$ cat config.mk
export PLATFORM = sky130hd
export DESIGN_NAME = id_ex_pipe_flat
export DESIGN_NICKNAME = d
export VERILOG_FILES = /design/src/rtl/id_ex_pipe_if.sv /design/src/rtl/id_ex_pipe.sv /design/src/flat_wrapper.sv
export SDC_FILE = /design/constraint.sdc
export NUM_CORES = 1
export LEC_CHECK = 0
export ABC_AREA = 1
export BUFFER_PORTS_ARGS = -buffer_cell sky130_fd_sc_hd__buf_2
export CORE_MARGIN = 8
export CORE_UTILIZATION = 50
export CTS_CLUSTER_SIZE = 8
export DETAILED_ROUTE_END_ITERATION = 16
export PLACE_DENSITY = 0.83
export SYNTH_ARGS = -nofsm -noshare
export SYNTH_HDL_FRONTEND = slang
export SYNTH_SLANG_ARGS = --single-unit
$ cat constraint.sdc
create_clock -name clk -period 3.2 [get_ports clk]
set_input_delay 0.32 -clock clk [delete_from_list [all_inputs] [get_ports clk]]
set_output_delay 0.32 -clock clk [all_outputs]
set_load 0.01 [all_outputs]
$ cat src/rtl/id_ex_pipe_if.sv
// id_ex_pipe_if
//   Bundles the ID-stage inputs, the control inputs and the registered
//   EX-stage outputs of the ID/EX pipeline register.
//   master : decode / hazard-control side (drives *_id, flush_ex, hold)
//   slave  : the id_ex_pipe register itself (drives *_ex, stall_fe, counters)
//   Parameters: XLEN datapath width, CNT_W performance counter width.
interface id_ex_pipe_if #(
    parameter int unsigned XLEN  = 32,
    parameter int unsigned CNT_W = 16
);
    // decode stage
    logic            valid_id;
    logic [XLEN-1:0] pc_id;
    logic [XLEN-1:0] rs1_data_id;
    logic [XLEN-1:0] rs2_data_id;
    logic [XLEN-1:0] imm_id;
    logic [4:0]      rs1_id;
    logic [4:0]      rs2_id;
    logic [4:0]      rd_id;
    logic            RuWr_id;
    logic            MemRd_id;
    logic            MemWr_id;
    logic [3:0]      ALUOp_id;
    logic            ALUASrc_id;
    logic            ALUBSrc_id;
    logic [1:0]      RUDataWrSrc_id;
    logic [4:0]      BrOp_id;
    // pipeline control
    logic            flush_ex;
    logic            hold;
    // execute stage
    logic            valid_ex;
    logic [XLEN-1:0] pc_ex;
    logic [XLEN-1:0] rs1_data_ex;
    logic [XLEN-1:0] rs2_data_ex;
    logic [XLEN-1:0] imm_ex;
    logic [4:0]      rs1_ex;
    logic [4:0]      rs2_ex;
    logic [4:0]      rd_ex;
    logic            RuWr_ex;
    logic            MemRd_ex;
    logic            MemWr_ex;
    logic [3:0]      ALUOp_ex;
    logic            ALUASrc_ex;
    logic            ALUBSrc_ex;
    logic [1:0]      RUDataWrSrc_ex;
    logic [4:0]      BrOp_ex;
    // status
    logic             stall_fe;
    logic [CNT_W-1:0] bubble_cnt;
    logic [CNT_W-1:0] flush_cnt;

    modport master (
        output valid_id, pc_id, rs1_data_id, rs2_data_id, imm_id,
               rs1_id, rs2_id, rd_id, RuWr_id, MemRd_id, MemWr_id,
               ALUOp_id, ALUASrc_id, ALUBSrc_id, RUDataWrSrc_id, BrOp_id,
               flush_ex, hold,
        input  valid_ex, pc_ex, rs1_data_ex, rs2_data_ex, imm_ex,
               rs1_ex, rs2_ex, rd_ex, RuWr_ex, MemRd_ex, MemWr_ex,
               ALUOp_ex, ALUASrc_ex, ALUBSrc_ex, RUDataWrSrc_ex, BrOp_ex,
               stall_fe, bubble_cnt, flush_cnt
    );

    modport slave (
        input  valid_id, pc_id, rs1_data_id, rs2_data_id, imm_id,
               rs1_id, rs2_id, rd_id, RuWr_id, MemRd_id, MemWr_id,
               ALUOp_id, ALUASrc_id, ALUBSrc_id, RUDataWrSrc_id, BrOp_id,
               flush_ex, hold,
        output valid_ex, pc_ex, rs1_data_ex, rs2_data_ex, imm_ex,
               rs1_ex, rs2_ex, rd_ex, RuWr_ex, MemRd_ex, MemWr_ex,
               ALUOp_ex, ALUASrc_ex, ALUBSrc_ex, RUDataWrSrc_ex, BrOp_ex,
               stall_fe, bubble_cnt, flush_cnt
    );
endinterface

$ cat src/rtl/id_ex_pipe.sv
// id_ex_pipe
//   ID/EX pipeline register with load-use hazard detection, branch flush,
//   global hold and saturating bubble/flush counters.
//   Ports:
//     clk    rising-edge clock
//     rst_n  asynchronous active-low reset (EX becomes a bubble, counters 0)
//     bus    id_ex_pipe_if.slave: *_id in, flush_ex/hold in,
//            *_ex out, stall_fe out, bubble_cnt/flush_cnt out
module id_ex_pipe #(
    parameter int unsigned XLEN  = 32,
    parameter int unsigned CNT_W = 16
) (
    input logic           clk,
    input logic           rst_n,
    id_ex_pipe_if.slave   bus
);

    typedef struct packed {
        logic            valid;
        logic [XLEN-1:0] pc;
        logic [XLEN-1:0] rs1_data;
        logic [XLEN-1:0] rs2_data;
        logic [XLEN-1:0] imm;
        logic [4:0]      rs1;
        logic [4:0]      rs2;
        logic [4:0]      rd;
        logic            RuWr;
        logic            MemRd;
        logic            MemWr;
        logic [3:0]      ALUOp;
        logic            ALUASrc;
        logic            ALUBSrc;
        logic [1:0]      RUDataWrSrc;
        logic [4:0]      BrOp;
    } ex_fields_t;

    // An all-zero record is a bubble: no writes, no memory access, no
    // branch, and register indices of x0 so forwarding never matches.
    ex_fields_t       r_ex;
    ex_fields_t       w_id;
    logic [CNT_W-1:0] r_bubble_cnt;
    logic [CNT_W-1:0] r_flush_cnt;
    logic             w_lu;

    always_comb begin
        w_id             = '0;
        w_id.valid       = bus.valid_id;
        w_id.pc          = bus.pc_id;
        w_id.rs1_data    = bus.rs1_data_id;
        w_id.rs2_data    = bus.rs2_data_id;
        w_id.imm         = bus.imm_id;
        w_id.rs1         = bus.rs1_id;
        w_id.rs2         = bus.rs2_id;
        w_id.rd          = bus.rd_id;
        w_id.RuWr        = bus.RuWr_id;
        w_id.MemRd       = bus.MemRd_id;
        w_id.MemWr       = bus.MemWr_id;
        w_id.ALUOp       = bus.ALUOp_id;
        w_id.ALUASrc     = bus.ALUASrc_id;
        w_id.ALUBSrc     = bus.ALUBSrc_id;
        w_id.RUDataWrSrc = bus.RUDataWrSrc_id;
        w_id.BrOp        = bus.BrOp_id;
    end

    // Load in EX whose destination is a source of the instruction in ID.
    assign w_lu = bus.valid_id & r_ex.valid & r_ex.MemRd & r_ex.RuWr &
                  (r_ex.rd != 5'd0) &
                  ((r_ex.rd == bus.rs1_id) | (r_ex.rd == bus.rs2_id));

    always_ff @(posedge clk or negedge rst_n) begin
        if (!rst_n) begin
            r_ex         <= '0;
            r_bubble_cnt <= '0;
            r_flush_cnt  <= '0;
        end else if (bus.flush_ex) begin
            r_ex <= '0;
            if (r_flush_cnt != '1) r_flush_cnt <= r_flush_cnt + 1'b1;
        end else if (bus.hold) begin
            r_ex <= r_ex;
        end else if (w_lu) begin
            r_ex <= '0;
            if (r_bubble_cnt != '1) r_bubble_cnt <= r_bubble_cnt + 1'b1;
        end else begin
            r_ex <= bus.valid_id ? w_id : '0;
        end
    end

    // Gated by rst_n so every output reads 0 while reset is asserted,
    // even if hold is driven high during reset.
    assign bus.stall_fe = rst_n & (bus.hold | w_lu) & ~bus.flush_ex;

    assign bus.valid_ex       = r_ex.valid;
    assign bus.pc_ex          = r_ex.pc;
    assign bus.rs1_data_ex    = r_ex.rs1_data;
    assign bus.rs2_data_ex    = r_ex.rs2_data;
    assign bus.imm_ex         = r_ex.imm;
    assign bus.rs1_ex         = r_ex.rs1;
    assign bus.rs2_ex         = r_ex.rs2;
    assign bus.rd_ex          = r_ex.rd;
    assign bus.RuWr_ex        = r_ex.RuWr;
    assign bus.MemRd_ex       = r_ex.MemRd;
    assign bus.MemWr_ex       = r_ex.MemWr;
    assign bus.ALUOp_ex       = r_ex.ALUOp;
    assign bus.ALUASrc_ex     = r_ex.ALUASrc;
    assign bus.ALUBSrc_ex     = r_ex.ALUBSrc;
    assign bus.RUDataWrSrc_ex = r_ex.RUDataWrSrc;
    assign bus.BrOp_ex        = r_ex.BrOp;
    assign bus.bubble_cnt     = r_bubble_cnt;
    assign bus.flush_cnt      = r_flush_cnt;

endmodule

$ cat src/flat_wrapper.sv
// flat-port wrapper written by rule: the top's interface ports become plain ports
module id_ex_pipe_flat 
#(
    parameter int unsigned XLEN  = 32,
    parameter int unsigned CNT_W = 16
)
  (clk, rst_n, bus_valid_id, bus_pc_id, bus_rs1_data_id, bus_rs2_data_id, bus_imm_id, bus_rs1_id, bus_rs2_id, bus_rd_id, bus_RuWr_id, bus_MemRd_id, bus_MemWr_id, bus_ALUOp_id, bus_ALUASrc_id, bus_ALUBSrc_id, bus_RUDataWrSrc_id, bus_BrOp_id, bus_flush_ex, bus_hold, bus_valid_ex, bus_pc_ex, bus_rs1_data_ex, bus_rs2_data_ex, bus_imm_ex, bus_rs1_ex, bus_rs2_ex, bus_rd_ex, bus_RuWr_ex, bus_MemRd_ex, bus_MemWr_ex, bus_ALUOp_ex, bus_ALUASrc_ex, bus_ALUBSrc_ex, bus_RUDataWrSrc_ex, bus_BrOp_ex, bus_stall_fe, bus_bubble_cnt, bus_flush_cnt);
  id_ex_pipe_if #(.XLEN(XLEN), .CNT_W(CNT_W)) bus_i ();
  input logic clk;
  input logic rst_n;
  input wire logic [$bits(bus_i.valid_id)-1:0] bus_valid_id;
  input wire logic [$bits(bus_i.pc_id)-1:0] bus_pc_id;
  input wire logic [$bits(bus_i.rs1_data_id)-1:0] bus_rs1_data_id;
  input wire logic [$bits(bus_i.rs2_data_id)-1:0] bus_rs2_data_id;
  input wire logic [$bits(bus_i.imm_id)-1:0] bus_imm_id;
  input wire logic [$bits(bus_i.rs1_id)-1:0] bus_rs1_id;
  input wire logic [$bits(bus_i.rs2_id)-1:0] bus_rs2_id;
  input wire logic [$bits(bus_i.rd_id)-1:0] bus_rd_id;
  input wire logic [$bits(bus_i.RuWr_id)-1:0] bus_RuWr_id;
  input wire logic [$bits(bus_i.MemRd_id)-1:0] bus_MemRd_id;
  input wire logic [$bits(bus_i.MemWr_id)-1:0] bus_MemWr_id;
  input wire logic [$bits(bus_i.ALUOp_id)-1:0] bus_ALUOp_id;
  input wire logic [$bits(bus_i.ALUASrc_id)-1:0] bus_ALUASrc_id;
  input wire logic [$bits(bus_i.ALUBSrc_id)-1:0] bus_ALUBSrc_id;
  input wire logic [$bits(bus_i.RUDataWrSrc_id)-1:0] bus_RUDataWrSrc_id;
  input wire logic [$bits(bus_i.BrOp_id)-1:0] bus_BrOp_id;
  input wire logic [$bits(bus_i.flush_ex)-1:0] bus_flush_ex;
  input wire logic [$bits(bus_i.hold)-1:0] bus_hold;
  output wire logic [$bits(bus_i.valid_ex)-1:0] bus_valid_ex;
  output wire logic [$bits(bus_i.pc_ex)-1:0] bus_pc_ex;
  output wire logic [$bits(bus_i.rs1_data_ex)-1:0] bus_rs1_data_ex;
  output wire logic [$bits(bus_i.rs2_data_ex)-1:0] bus_rs2_data_ex;
  output wire logic [$bits(bus_i.imm_ex)-1:0] bus_imm_ex;
  output wire logic [$bits(bus_i.rs1_ex)-1:0] bus_rs1_ex;
  output wire logic [$bits(bus_i.rs2_ex)-1:0] bus_rs2_ex;
  output wire logic [$bits(bus_i.rd_ex)-1:0] bus_rd_ex;
  output wire logic [$bits(bus_i.RuWr_ex)-1:0] bus_RuWr_ex;
  output wire logic [$bits(bus_i.MemRd_ex)-1:0] bus_MemRd_ex;
  output wire logic [$bits(bus_i.MemWr_ex)-1:0] bus_MemWr_ex;
  output wire logic [$bits(bus_i.ALUOp_ex)-1:0] bus_ALUOp_ex;
  output wire logic [$bits(bus_i.ALUASrc_ex)-1:0] bus_ALUASrc_ex;
  output wire logic [$bits(bus_i.ALUBSrc_ex)-1:0] bus_ALUBSrc_ex;
  output wire logic [$bits(bus_i.RUDataWrSrc_ex)-1:0] bus_RUDataWrSrc_ex;
  output wire logic [$bits(bus_i.BrOp_ex)-1:0] bus_BrOp_ex;
  output wire logic [$bits(bus_i.stall_fe)-1:0] bus_stall_fe;
  output wire logic [$bits(bus_i.bubble_cnt)-1:0] bus_bubble_cnt;
  output wire logic [$bits(bus_i.flush_cnt)-1:0] bus_flush_cnt;
  assign bus_i.valid_id = bus_valid_id;
  assign bus_i.pc_id = bus_pc_id;
  assign bus_i.rs1_data_id = bus_rs1_data_id;
  assign bus_i.rs2_data_id = bus_rs2_data_id;
  assign bus_i.imm_id = bus_imm_id;
  assign bus_i.rs1_id = bus_rs1_id;
  assign bus_i.rs2_id = bus_rs2_id;
  assign bus_i.rd_id = bus_rd_id;
  assign bus_i.RuWr_id = bus_RuWr_id;
  assign bus_i.MemRd_id = bus_MemRd_id;
  assign bus_i.MemWr_id = bus_MemWr_id;
  assign bus_i.ALUOp_id = bus_ALUOp_id;
  assign bus_i.ALUASrc_id = bus_ALUASrc_id;
  assign bus_i.ALUBSrc_id = bus_ALUBSrc_id;
  assign bus_i.RUDataWrSrc_id = bus_RUDataWrSrc_id;
  assign bus_i.BrOp_id = bus_BrOp_id;
  assign bus_i.flush_ex = bus_flush_ex;
  assign bus_i.hold = bus_hold;
  assign bus_valid_ex = bus_i.valid_ex;
  assign bus_pc_ex = bus_i.pc_ex;
  assign bus_rs1_data_ex = bus_i.rs1_data_ex;
  assign bus_rs2_data_ex = bus_i.rs2_data_ex;
  assign bus_imm_ex = bus_i.imm_ex;
  assign bus_rs1_ex = bus_i.rs1_ex;
  assign bus_rs2_ex = bus_i.rs2_ex;
  assign bus_rd_ex = bus_i.rd_ex;
  assign bus_RuWr_ex = bus_i.RuWr_ex;
  assign bus_MemRd_ex = bus_i.MemRd_ex;
  assign bus_MemWr_ex = bus_i.MemWr_ex;
  assign bus_ALUOp_ex = bus_i.ALUOp_ex;
  assign bus_ALUASrc_ex = bus_i.ALUASrc_ex;
  assign bus_ALUBSrc_ex = bus_i.ALUBSrc_ex;
  assign bus_RUDataWrSrc_ex = bus_i.RUDataWrSrc_ex;
  assign bus_BrOp_ex = bus_i.BrOp_ex;
  assign bus_stall_fe = bus_i.stall_fe;
  assign bus_bubble_cnt = bus_i.bubble_cnt;
  assign bus_flush_cnt = bus_i.flush_cnt;
  id_ex_pipe #(.XLEN(XLEN), .CNT_W(CNT_W)) u_core (.clk(clk), .rst_n(rst_n), .bus(bus_i));
endmodule
After elaboration in Yosys (flattened, before gate mapping)
Index checks and enable logic that the tools add are counted.
- $add $sub $neg: 2
- equality and inequality tests: 5
- mux-type cells: 4
- bitwise logic cells: 11
- reductions and logical operators: 3
- operators by type and width (kind ; count):
    two-way mux 160 bit ; 4
    adder 16 x 1 -> 16 bit, second input constant ; 2
    != test 16 bit, second input constant ; 2
    == test 5 bit ; 2
    AND 1 bit ; 7
    nonzero test 5 bit ; 1
    AND reduction 4 bit ; 1
    != test 2 bit, second input constant ; 1
    inverter 1 bit ; 2
    bitwise OR 1 bit ; 2
    AND reduction 2 bit ; 1
- register bits after elaboration: 192
- bits of input ports: 164
- output and inout bits: 193

Logic depth before layout (Yosys ltp)
Gate-level depths: netlist of run 1.
- depth after elaboration: 8
- gate-level depth with buffers: 11

Least setup slack after synthesis of run 1
Ideal clock, no wire load.
- kind: reg2out
- from: register u_core.r_ex (netlist bit u_core.bus.rd_ex[0])
- to: output bus_stall_fe
- data arrival time: 1.396 ns
- setup slack: 1.484 ns
- cell stages (with the launch flop): 10
- path buffers: 1
- path through: dfrtp_1 inv_1 nand2_1 nand2_1 nor2_1 nand3_1 nand2_2 nand2_2 clkbuf_1 a21oi_1
- word-level cells in the longest chain between the ends: 6
- elaborated cells on any way between the ends: 9
- classes of those cells: 2 x eq/ne; 6 x bitwise; 1 x reduce/logical
- RTL lines (item ; line ; RTL):
    start, declared ; id_ex_pipe.sv:39 ; ex_fields_t r_ex;
    start signal, assigned ; id_ex_pipe.sv:79 ; r_ex <= r_ex;
    start signal, assigned ; id_ex_pipe.sv:84 ; r_ex <= bus.valid_id ? w_id : '0;
    == test 5 bit or nonzero test 5 bit (tied branches) ; id_ex_pipe.sv:68, id_ex_pipe.sv:67 ;
    bitwise OR 1 bit or AND 1 bit (tied branches) ; id_ex_pipe.sv:68, id_ex_pipe.sv:66 ;
    AND 1 bit * ; id_ex_pipe.sv:67 ; (r_ex.rd != 5'd0) &
    bitwise OR 1 bit * ; id_ex_pipe.sv:90 ; assign bus.stall_fe = rst_n & (bus.hold | w_lu) & ~bus.flush_ex;
    AND 1 bit * (2 in series) ; id_ex_pipe.sv:90 ;
    end, declared ; flat_wrapper.sv:45 ; output wire logic [$bits(bus_i.stall_fe)-1:0] bus_stall_fe;
Every way passes the cells marked *; elsewhere a longest branch is shown, timed or not.

Worst setup path in the final report of run 1
Ends and elaborated chain as after synthesis.

==> summary.md, run 1 <==
| Metric | Value |
|---|---|
| Number of buffers created by CTS | 17 |
| Setup skew after layout | 0.01707 ns |
| Effective utilization at floorplan | 51.17% |
| Synth area leader | sky130_fd_sc_hd__dfrtp_1 |
| Synth top area cells | sky130_fd_sc_hd__dfrtp_1 (57%), sky130_fd_sc_hd__nand3_1 (19%), sky130_fd_sc_hd__nand2_1 (11%), sky130_fd_sc_hd__xor2_1 (1.7%), sky130_fd_sc_hd__inv_1 (1.5%) |
| Crit path capture type | output pin |
| Ratio of total power to cell area | 490.6 nW/um2 |
| Number of max-slew violations in the final report | 0 |
| Leakage power figure | 6.538 nW |
| All-layer global routing usage | 25.62% |
| Root Buffer | sky130_fd_sc_hd__clkbuf_16 |
| Critical path data required time | 2.88 ns |
| Top cell family by delay on the critical path | simple AND/OR/NAND/NOR gates |
| H-tree depth | 4 |
| Fin crit share | 74.69% |
| Critical Path Max Stage Delay | 0.42 ns |
| Share of flip-flops with an asynchronous set or reset | 100.0% |
| Most repeated library cell on the critical path | sky130_fd_sc_hd__nand2_1 |
| Overall Power | 5.396 mW |
| Critical path class | flip-flop to output pin |
| Number of endpoints failing setup at the final stage | 0 |
| Global-route wire length before repair | 44.32 mm |
| Floorplan Core Area | 16580 um2 |
| Headroom to the max-slew limit | 42.64% |
| Ratio of cells with drive above 1 in the final layout | 31.55% |
| Number of I/O port buffers | 356 |
| Leading cell type by number of instances after synthesis | sky130_fd_sc_hd__nand3_1 |
| Share of the yosys chip area belonging to registers | 56.62% |
| Vertical die dimension | 146.3 um |
| Count of buffer and inverter cells on the critical path | 2 |
| Main flop type after synthesis | sky130_fd_sc_hd__dfrtp_1 |
| Net count, final | 1465 |
| Utilization after layout | 66.32% |
| Clock insertion delay at the later pin of the skew report | 0.43 ns |
| Post-synthesis sequential element count | 192 |
| Initial antenna violation count | 4 |
| Largest fanout on the critical path | 36 |
| DR iter-0 viols | 676 |
| Final hold slack | 0.1100 ns |
| Achievable frequency | 0.4184 GHz |
| Maximum vdd drop | 0.3573 mV |
| Power share of the clock group | 39.8% |
| Number of distinct standard cells referenced by the synthesized netlist | 26 |
| Die ar. | 21400 um2 |
| Setup repair after global routing missed its margin | no |
| Net switching power figure | 1.437 mW |
| Data arrival time of the critical path | 2.07 ns |
| CTS tree | yes |
| Number of remaining DRC errors | 0 |
| Setup TNS | 0 ns |
| Final critical delay including setup and external delays | 2.390 ns |
| Layout overhead on the synthesized area | 29.61% |
| Remaining global-route overflow | 0 |
| Ports | 357 |
| Count of clock tree sinks | 192 |
| Average via count per standard cell | 5.424 |
| Max-capacitance violation count | 0 |
| Net switching fraction of the power | 26.64% |
| Area share of the largest cell type after synthesis | 56.62% |
| Cell count after synthesis | 980 |
| Crit-path slowest cell | sky130_fd_sc_hd__dfrtp_1 |
| Warnings, synthesis | 0 |
| Worst setup margin | 0.8098 ns |
| Final Wtd Congestion | 0.9393 |
| Cell breakdown of the critical path | inv_1 > nand2_1 > nand2_1 > nor2_1 > nand3_1 > nand2_2 > nand2_4 > a21oi_1 > buf_2 |
| Synth top cells by count | sky130_fd_sc_hd__nand3_1 (322), sky130_fd_sc_hd__nand2_1 (257), sky130_fd_sc_hd__dfrtp_1 (192), sky130_fd_sc_hd__inv_1 (35), sky130_fd_sc_hd__clkbuf_1 (34) |
| Clock tree buffer depth | 2 |
| Result of the run | completed |
| Startpoint kind of the worst setup timing path | flip-flop |
| Final Routed Wirelength | 27.56 mm |
| Post-DP HPWL | 19.66 mm |
| Cell area after synthesis | 8486 um2 |
| Pre-CTS setup slack | 1.277 ns |
| Overall via count from detail_route | 8320 |
| Average instance area after synthesis | 8.659 um2 |
| Transition time at the pin with the least slew margin | 0.8604 ns |
| Sequential fraction of design power | 48.8% |
| Count of antenna-violating nets left after detailed routing | 0 |
| Clock-pin slew on the worst setup and hold paths | 0.08 ns |
| Comb power frac | 11.5% |
| Die W | 146.3 um |
| Number of endpoints with negative hold slack in the final report | 0 |
| Routed wirelength normalized by instance count | 17.96 um |
| Hold crit path type | input pin to flip-flop |
| EDFF count, synth | 0 |
| Vias in the first global route | 8407 |
| Pin count of the biggest net entering global routing | 103 |
| Post-Syn Nets | 1146 |
| Internal power | 3.959 mW |
| Cell row count | 47 |
| Number of search-and-repair iterations in the first detailed-routing pass | 5 |
## state kept, by name, indices dropped and copies added, names as in the netlist, 16 cells and up
| name | count |
|---|---|
| u_core.bus.imm_ex | 32 |
| u_core.bus.pc_ex | 32 |
| u_core.bus.rs1_data_ex | 32 |
| u_core.bus.rs2_data_ex | 32 |
| u_core.bus.bubble_cnt | 16 |
| u_core.bus.flush_cnt | 16 |
## power groups by stage
stage,clock network [mW],logic [mW],registers (mW)
floorplan,0,0.220,2.72
global placement,0,0.613,2.67
detailed placement,0,0.627,2.67
CTS,2.18,0.628,2.63
global route,2.27,0.683,2.65
finish,2.15,0.619,2.63
## worst paths after layout
check / from / to / slack (ns) / cells after the start
max: u_core.bus.rd_ex[0] / bus_stall_fe / 0.81 / 9
min reg2reg: u_core.bus.flush_cnt[14] / u_core.bus.flush_cnt[14] / 0.50 / 1
max reg2reg: u_core.bus.rd_ex[0] / u_core.bus.pc_ex[3] / 1.23 / 10
min: bus_rs1_data_id[16] / u_core.bus.rs1_data_ex[16] / 0.11 / 3
min in group asynchronous: rst_n / u_core.bus.rs1_data_ex[19] / 0.37 / 2
max in group asynchronous: rst_n / u_core.bus.RUDataWrSrc_ex[0] / 1.83 / 3
## stage by stage
stage	area [um2]	std cells
6_report	11000	1534
5_1_grt	11000	1534
4_1_cts	10990	1532
3_5_place_dp	10400	1499
3_3_place_gp	10400	1499
2_1_floorplan	8486	980
## cells by family after synthesis
logic type	Yosys count	synth area share [%]
compound gates	16	0.9436
flops	192	56.62
buf+inv	110	5.397
fa+ha+maj	2	0.2949
simple gates	631	33.75
xor+xnor	29	2.993
## timing repair
item                      4_1_cts  5_1_grt
hold buffers                    1        0
setup buffers                   0        0
resized for setup               0        0
hold endpoints to repair       36        0
## area by class of cell
cell class              instances  area (um2)
clock inverters                12       148.9
inverters                      41       156.4
clock buffers                  20       436.7
flip-flops and latches        192        4805
diodes                          2       5.005
multi-input cells             678        3228
fillers                      1357        5585
well taps                     220       275.3
repair buffers                369        1943
## per-layer routing
| metal | vias to the layer above | wire (um) | global-route usage, % |
|---|---|---|---|
| li1 | 3881 | - | - |
| met1 | 3936 | 10510 | 30.25 |
| met2 | 420 | 13750 | 42.13 |
| met3 | 79 | 2256 | 7.355 |
| met4 | 4 | 1026 | 12.78 |
| met5 | - | 17 | 0 |
## cell usage in the layout (no fill, tap or decap), types with 3 or more instances in the layout
| cell type | instances |
|---|---|
| sky130_fd_sc_hd__buf_12 | 4 |
| sky130_fd_sc_hd__buf_2 | 354 |
| sky130_fd_sc_hd__buf_4 | 9 |
| sky130_fd_sc_hd__clkbuf_1 | 3 |
| sky130_fd_sc_hd__clkbuf_16 | 17 |
| sky130_fd_sc_hd__clkinvlp_4 | 3 |
| sky130_fd_sc_hd__dfrtp_1 | 192 |
| sky130_fd_sc_hd__inv_1 | 34 |
| sky130_fd_sc_hd__inv_2 | 6 |
| sky130_fd_sc_hd__inv_6 | 3 |
| sky130_fd_sc_hd__nand2_1 | 257 |
| sky130_fd_sc_hd__nand3_1 | 322 |
| sky130_fd_sc_hd__nand4_1 | 5 |
| sky130_fd_sc_hd__nor2_1 | 31 |
| sky130_fd_sc_hd__nor3_1 | 4 |
| sky130_fd_sc_hd__o21ai_0 | 14 |
| sky130_fd_sc_hd__xnor2_1 | 13 |
| sky130_fd_sc_hd__xor2_1 | 16 |
## tightest hold or removal path, stage by stage
cell                      delay [ns]
sky130_fd_sc_hd__buf_2          0.08
sky130_fd_sc_hd__nand3_1        0.06
sky130_fd_sc_hd__nand2_1        0.05
Note: power is estimated with default switching activity, not from simulation.
==> inputs of run 2 (changes only) <==
--- a/config.mk
+++ b/config.mk
@@ -8,10 +8,10 @@
 export ABC_AREA = 1
 export BUFFER_PORTS_ARGS = -buffer_cell sky130_fd_sc_hd__buf_2
 export CORE_MARGIN = 8
-export CORE_UTILIZATION = 50
+export CORE_UTILIZATION = 48
 export CTS_CLUSTER_SIZE = 8
 export DETAILED_ROUTE_END_ITERATION = 16
-export PLACE_DENSITY = 0.83
+export PLACE_DENSITY = 0.8
 export SYNTH_ARGS = -nofsm -noshare
 export SYNTH_HDL_FRONTEND = slang
 export SYNTH_SLANG_ARGS = --single-unit
==> constraint.sdc (replaced) <==
create_clock -name clk -period 2.5 [get_ports clk]
set_input_delay 0.25 -clock clk [delete_from_list [all_inputs] [get_ports clk]]
set_output_delay 0.25 -clock clk [all_outputs]
set_load 0.01 [all_outputs]
==> run 2 against run 1 <==
Compared with the run above:
- flip-flop and latch count did not move
- wire length fell by 2.4%
- clock skew about the same
==> summary.md, run 2 (synthesized netlist as in run 1, its figures left out) <==
| Metric | Value |
|---|---|
| Max-capacitance violation count | 0 (unchanged) |
| All-layer global routing usage | 23.72% (was 25.62%) |
| Layout overhead on the synthesized area | 30.40% (was 29.61%) |
| Top cell family by delay on the critical path | simple AND/OR/NAND/NOR gates (unchanged) |
| Clock tree buffer depth | 2 (unchanged) |
| Clock-pin slew on the worst setup and hold paths | 0.08 ns (about the same) |
| Post-route cell area | 11070 um2 (was 11000 um2) |
| Startpoint kind of the worst setup timing path | flip-flop (unchanged) |
| Critical R2R Capture | u_core.bus.rd_ex[2] (was u_core.bus.pc_ex[3]) |
| CTS tree | yes (unchanged) |
| Leakage power figure | 6.553 nW (was 6.538 nW) |
| Final Routed Wirelength | 26.89 mm (was 27.56 mm) |
| Hold Path Origin | bus_rs1_data_id[17] (was bus_rs1_data_id[16]) |
| Initial antenna violation count | 2 (was 4) |
| Global-route wire length before repair | 42.27 mm (was 44.32 mm) |
| Transition time at the pin with the least slew margin | 0.9481 ns (was 0.8604 ns) |
| Result of the run | completed (unchanged) |
| Sequential fraction of design power | 48.2% (was 48.8%) |
| Root Buffer | sky130_fd_sc_hd__clkbuf_16 (unchanged) |
| Effective utilization at floorplan | 49.06% (was 51.17%) |
| FF-to-FF setup slack | 0.63 ns (was 1.23 ns) |
| Headroom to the max-slew limit | 36.79% (was 42.64%) |
| Setup repair after global routing missed its margin | no (unchanged) |
| Maximum vdd drop | 0.4543 mV (was 0.3573 mV) |
| Count of buffer and inverter cells on the critical path | 2 (unchanged) |
| Post-placement cell area | 10430 um2 (was 10400 um2) |
| Die W | 149.0 um (was 146.3 um) |
| Routed wirelength normalized by instance count | 17.50 um (was 17.96 um) |
| Hold crit path type | input pin to flip-flop (unchanged) |
| Cell row count | 48 (was 47) |
| Pin count of the biggest net entering global routing | 100 (was 103) |
| Power share of the clock group | 40.4% (was 39.8%) |
| Number of buffers created by CTS | 17 (unchanged) |
| Achievable frequency | 0.4406 GHz |
| Vias in the first global route | 8037 (was 8407) |
| Crit-path slowest cell | sky130_fd_sc_hd__dfrtp_1 (unchanged) |
| Most repeated library cell on the critical path | sky130_fd_sc_hd__nand2_1 (unchanged) |
| Vertical die dimension | 149.0 um (was 146.3 um) |
| Die ar. | 22190 um2 (was 21400 um2) |
| Critical Path Max Stage Delay | 0.45 ns (was 0.42 ns) |
| Count of clock tree sinks | 192 (unchanged) |
| Data arrival time of the critical path | 2.02 ns (was 2.07 ns) |
| Crit. Startpoint | u_core.bus.rd_ex[3] (was u_core.bus.rd_ex[0]) |
| Worst min-delay path endpoint | u_core.bus.rs1_data_ex[17] (was u_core.bus.rs1_data_ex[16]) |
| Comb power frac | 11.4% (was 11.5%) |
| Non-filler instance count after layout | 1537 (was 1534) |
| Worst setup margin | 0.2305 ns (was 0.8098 ns) |
| Post-DP HPWL | 19.15 mm (was 19.66 mm) |
| Clock insertion delay at the later pin of the skew report | 0.43 ns (about the same) |
| Internal power | 5.109 mW (was 3.959 mW) |
| Critical path class | flip-flop to output pin (unchanged) |
| Overall via count from detail_route | 8135 (was 8320) |
| Inst Count DP | 1503 (was 1499) |
| Commonest cells after routing, fill and taps aside | sky130_fd_sc_hd__buf_2 (354), sky130_fd_sc_hd__nand3_1 (322), sky130_fd_sc_hd__nand2_1 (257) (unchanged) |
| Number of remaining DRC errors | 0 (unchanged) |
| Ratio of cells with drive above 1 in the final layout | 31.73% (was 31.55%) |
| Number of endpoints with negative hold slack in the final report | 0 (unchanged) |
| Most common cell after layout, fill and taps aside | sky130_fd_sc_hd__buf_2 (unchanged) |
| Ports | 357 (unchanged) |
| Pre-CTS setup slack | 0.5567 ns (was 1.277 ns) |
| Setup skew after layout | 0.01749 ns (was 0.01707 ns) |
| Final Wtd Congestion | 0.8523 (was 0.9393) |
| Fin crit share | 90.78% |
| R2r worst-path depth | 10 (unchanged) |
| Net switching power figure | 1.881 mW (was 1.437 mW) |
| Number of search-and-repair iterations in the first detailed-routing pass | 5 (unchanged) |
| Crit path capture type | output pin (unchanged) |
| Hold Path Stages | 3 (unchanged) |
| Number of post-CTS setup repair buffers | 0 (unchanged) |
| Largest fanout on the critical path | 36 (unchanged) |
| Worst reg2reg startpoint | u_core.bus.rd_ex[3] (was u_core.bus.rd_ex[0]) |
| Setup TNS | 0 ns (unchanged) |
| Ratio of total power to cell area | 631.7 nW/um2 (was 490.6 nW/um2) |
| Cell breakdown of the critical path | inv_2 > nand2_1 > nand2_1 > nor2_1 > nand3_1 > nand2_2 > nand2_8 > a21oi_1 > buf_2 (was inv_1 > nand2_1 > nand2_1 > nor2_1 > nand3_1 > nand2_2 > nand2_4 > a21oi_1 > buf_2) |
| Number of endpoints failing setup at the final stage | 0 (unchanged) |
| Critical path data required time | 2.25 ns (was 2.88 ns) |
| Floorplan Core Area | 17300 um2 (was 16580 um2) |
| Remaining global-route overflow | 0 (unchanged) |
| DR iter-0 viols | 716 (was 676) |
| Average via count per standard cell | 5.293 (was 5.424) |
| Net count, final | 1464 (was 1465) |
| Number of max-slew violations in the final report | 0 (unchanged) |
| Final critical delay including setup and external delays | 2.270 ns |
| Count of antenna-violating nets left after detailed routing | 0 (unchanged) |
| H-tree depth | 4 (unchanged) |
| Number of I/O port buffers | 356 (unchanged) |
| Net switching fraction of the power | 26.91% (was 26.64%) |
run 2: final cells by class:
| cell class | count | area, um2 |
|---|---|---|
| fillers | 1452 | 6231 |
| clock inverters | 14 | 171.4 |
| well taps | 225 | 281.5 |
| flip-flops and latches | 192 | 4805 |
| diodes | 1 | 2.502 |
| clock buffers | 18 | 439.2 |
| multi-input cells | 678 | 3237 |
| repair buffers | 368 | 1973 |
| inverters | 41 | 156.4 |
run 2: what timing repair did:
item,CTS,global route
endpoints found under the hold margin,46,0
gates resized for setup,0,1
hold buffers,1,0
endpoints found under the setup margin,0,1
run 2: metal layers:
metal | part of all wire (%) | track usage (%) | vias to the layer above
met5 | 0.048 | 0 | -
met4 | 3.8 | 10.65 | 2
met3 | 8.1 | 7.191 | 62
met2 | 50 | 38.30 | 346
met1 | 38 | 28.81 | 3859
li1 | - | - | 3866
run 2: worst register-to-register path, cell delays in order, from the launching register on:
cell and delay, ns:
sky130_fd_sc_hd__dfrtp_1 0.45, sky130_fd_sc_hd__inv_2 0.09, sky130_fd_sc_hd__nand2_1 0.06, sky130_fd_sc_hd__nand2_1 0.04, sky130_fd_sc_hd__nor2_1 0.12, sky130_fd_sc_hd__nand3_1 0.11
sky130_fd_sc_hd__nand2_2 0.17, sky130_fd_sc_hd__nand2_8 0.21, sky130_fd_sc_hd__buf_12 0.26, sky130_fd_sc_hd__nand3_1 0.13, sky130_fd_sc_hd__o21ai_0 0.10
run 2: worst max-delay path by stage:
stage                            endpoint  slack, ns  cells past startpoint
3_5_place_dp          u_core.bus.rd_ex[2]       0.56                     10
2_1_floorplan    u_core.bus.bubble_cnt[6]       0.84                      9
6_report                     bus_stall_fe       0.23                      9
5_1_grt                      bus_stall_fe       0.05                      9
3_3_place_gp   u_core.bus.rs1_data_ex[21]       0.60                     10
4_1_cts                      bus_stall_fe       0.15                      9
run 2: power by group through the flow:
stage               Combinational, mW  Sequential [mW]  Clock [mW]
floorplan                       0.281             3.49           0
CTS                             0.809             3.37        2.87
detailed placement              0.807             3.43           0
global placement                0.786             3.42           0
global route                    0.879             3.39        3.00
finish                          0.795             3.37        2.82
run 2: per-stage QoR:
| step | utilization (%) | power [mW] | hold WS [ns] |
|---|---|---|---|
| 3_3_place_gp | 60.32 | 4.207 | 0.2257 |
| 5_1_grt | 63.98 | 7.270 | 0.01765 |
| 2_1_floorplan | - | 3.768 | -0.04559 |
| 6_report | 63.98 | 6.990 | 0.03724 |
| 3_5_place_dp | 60.32 | 4.234 | 0.2294 |
| 4_1_cts | 63.91 | 7.047 | 0.02173 |
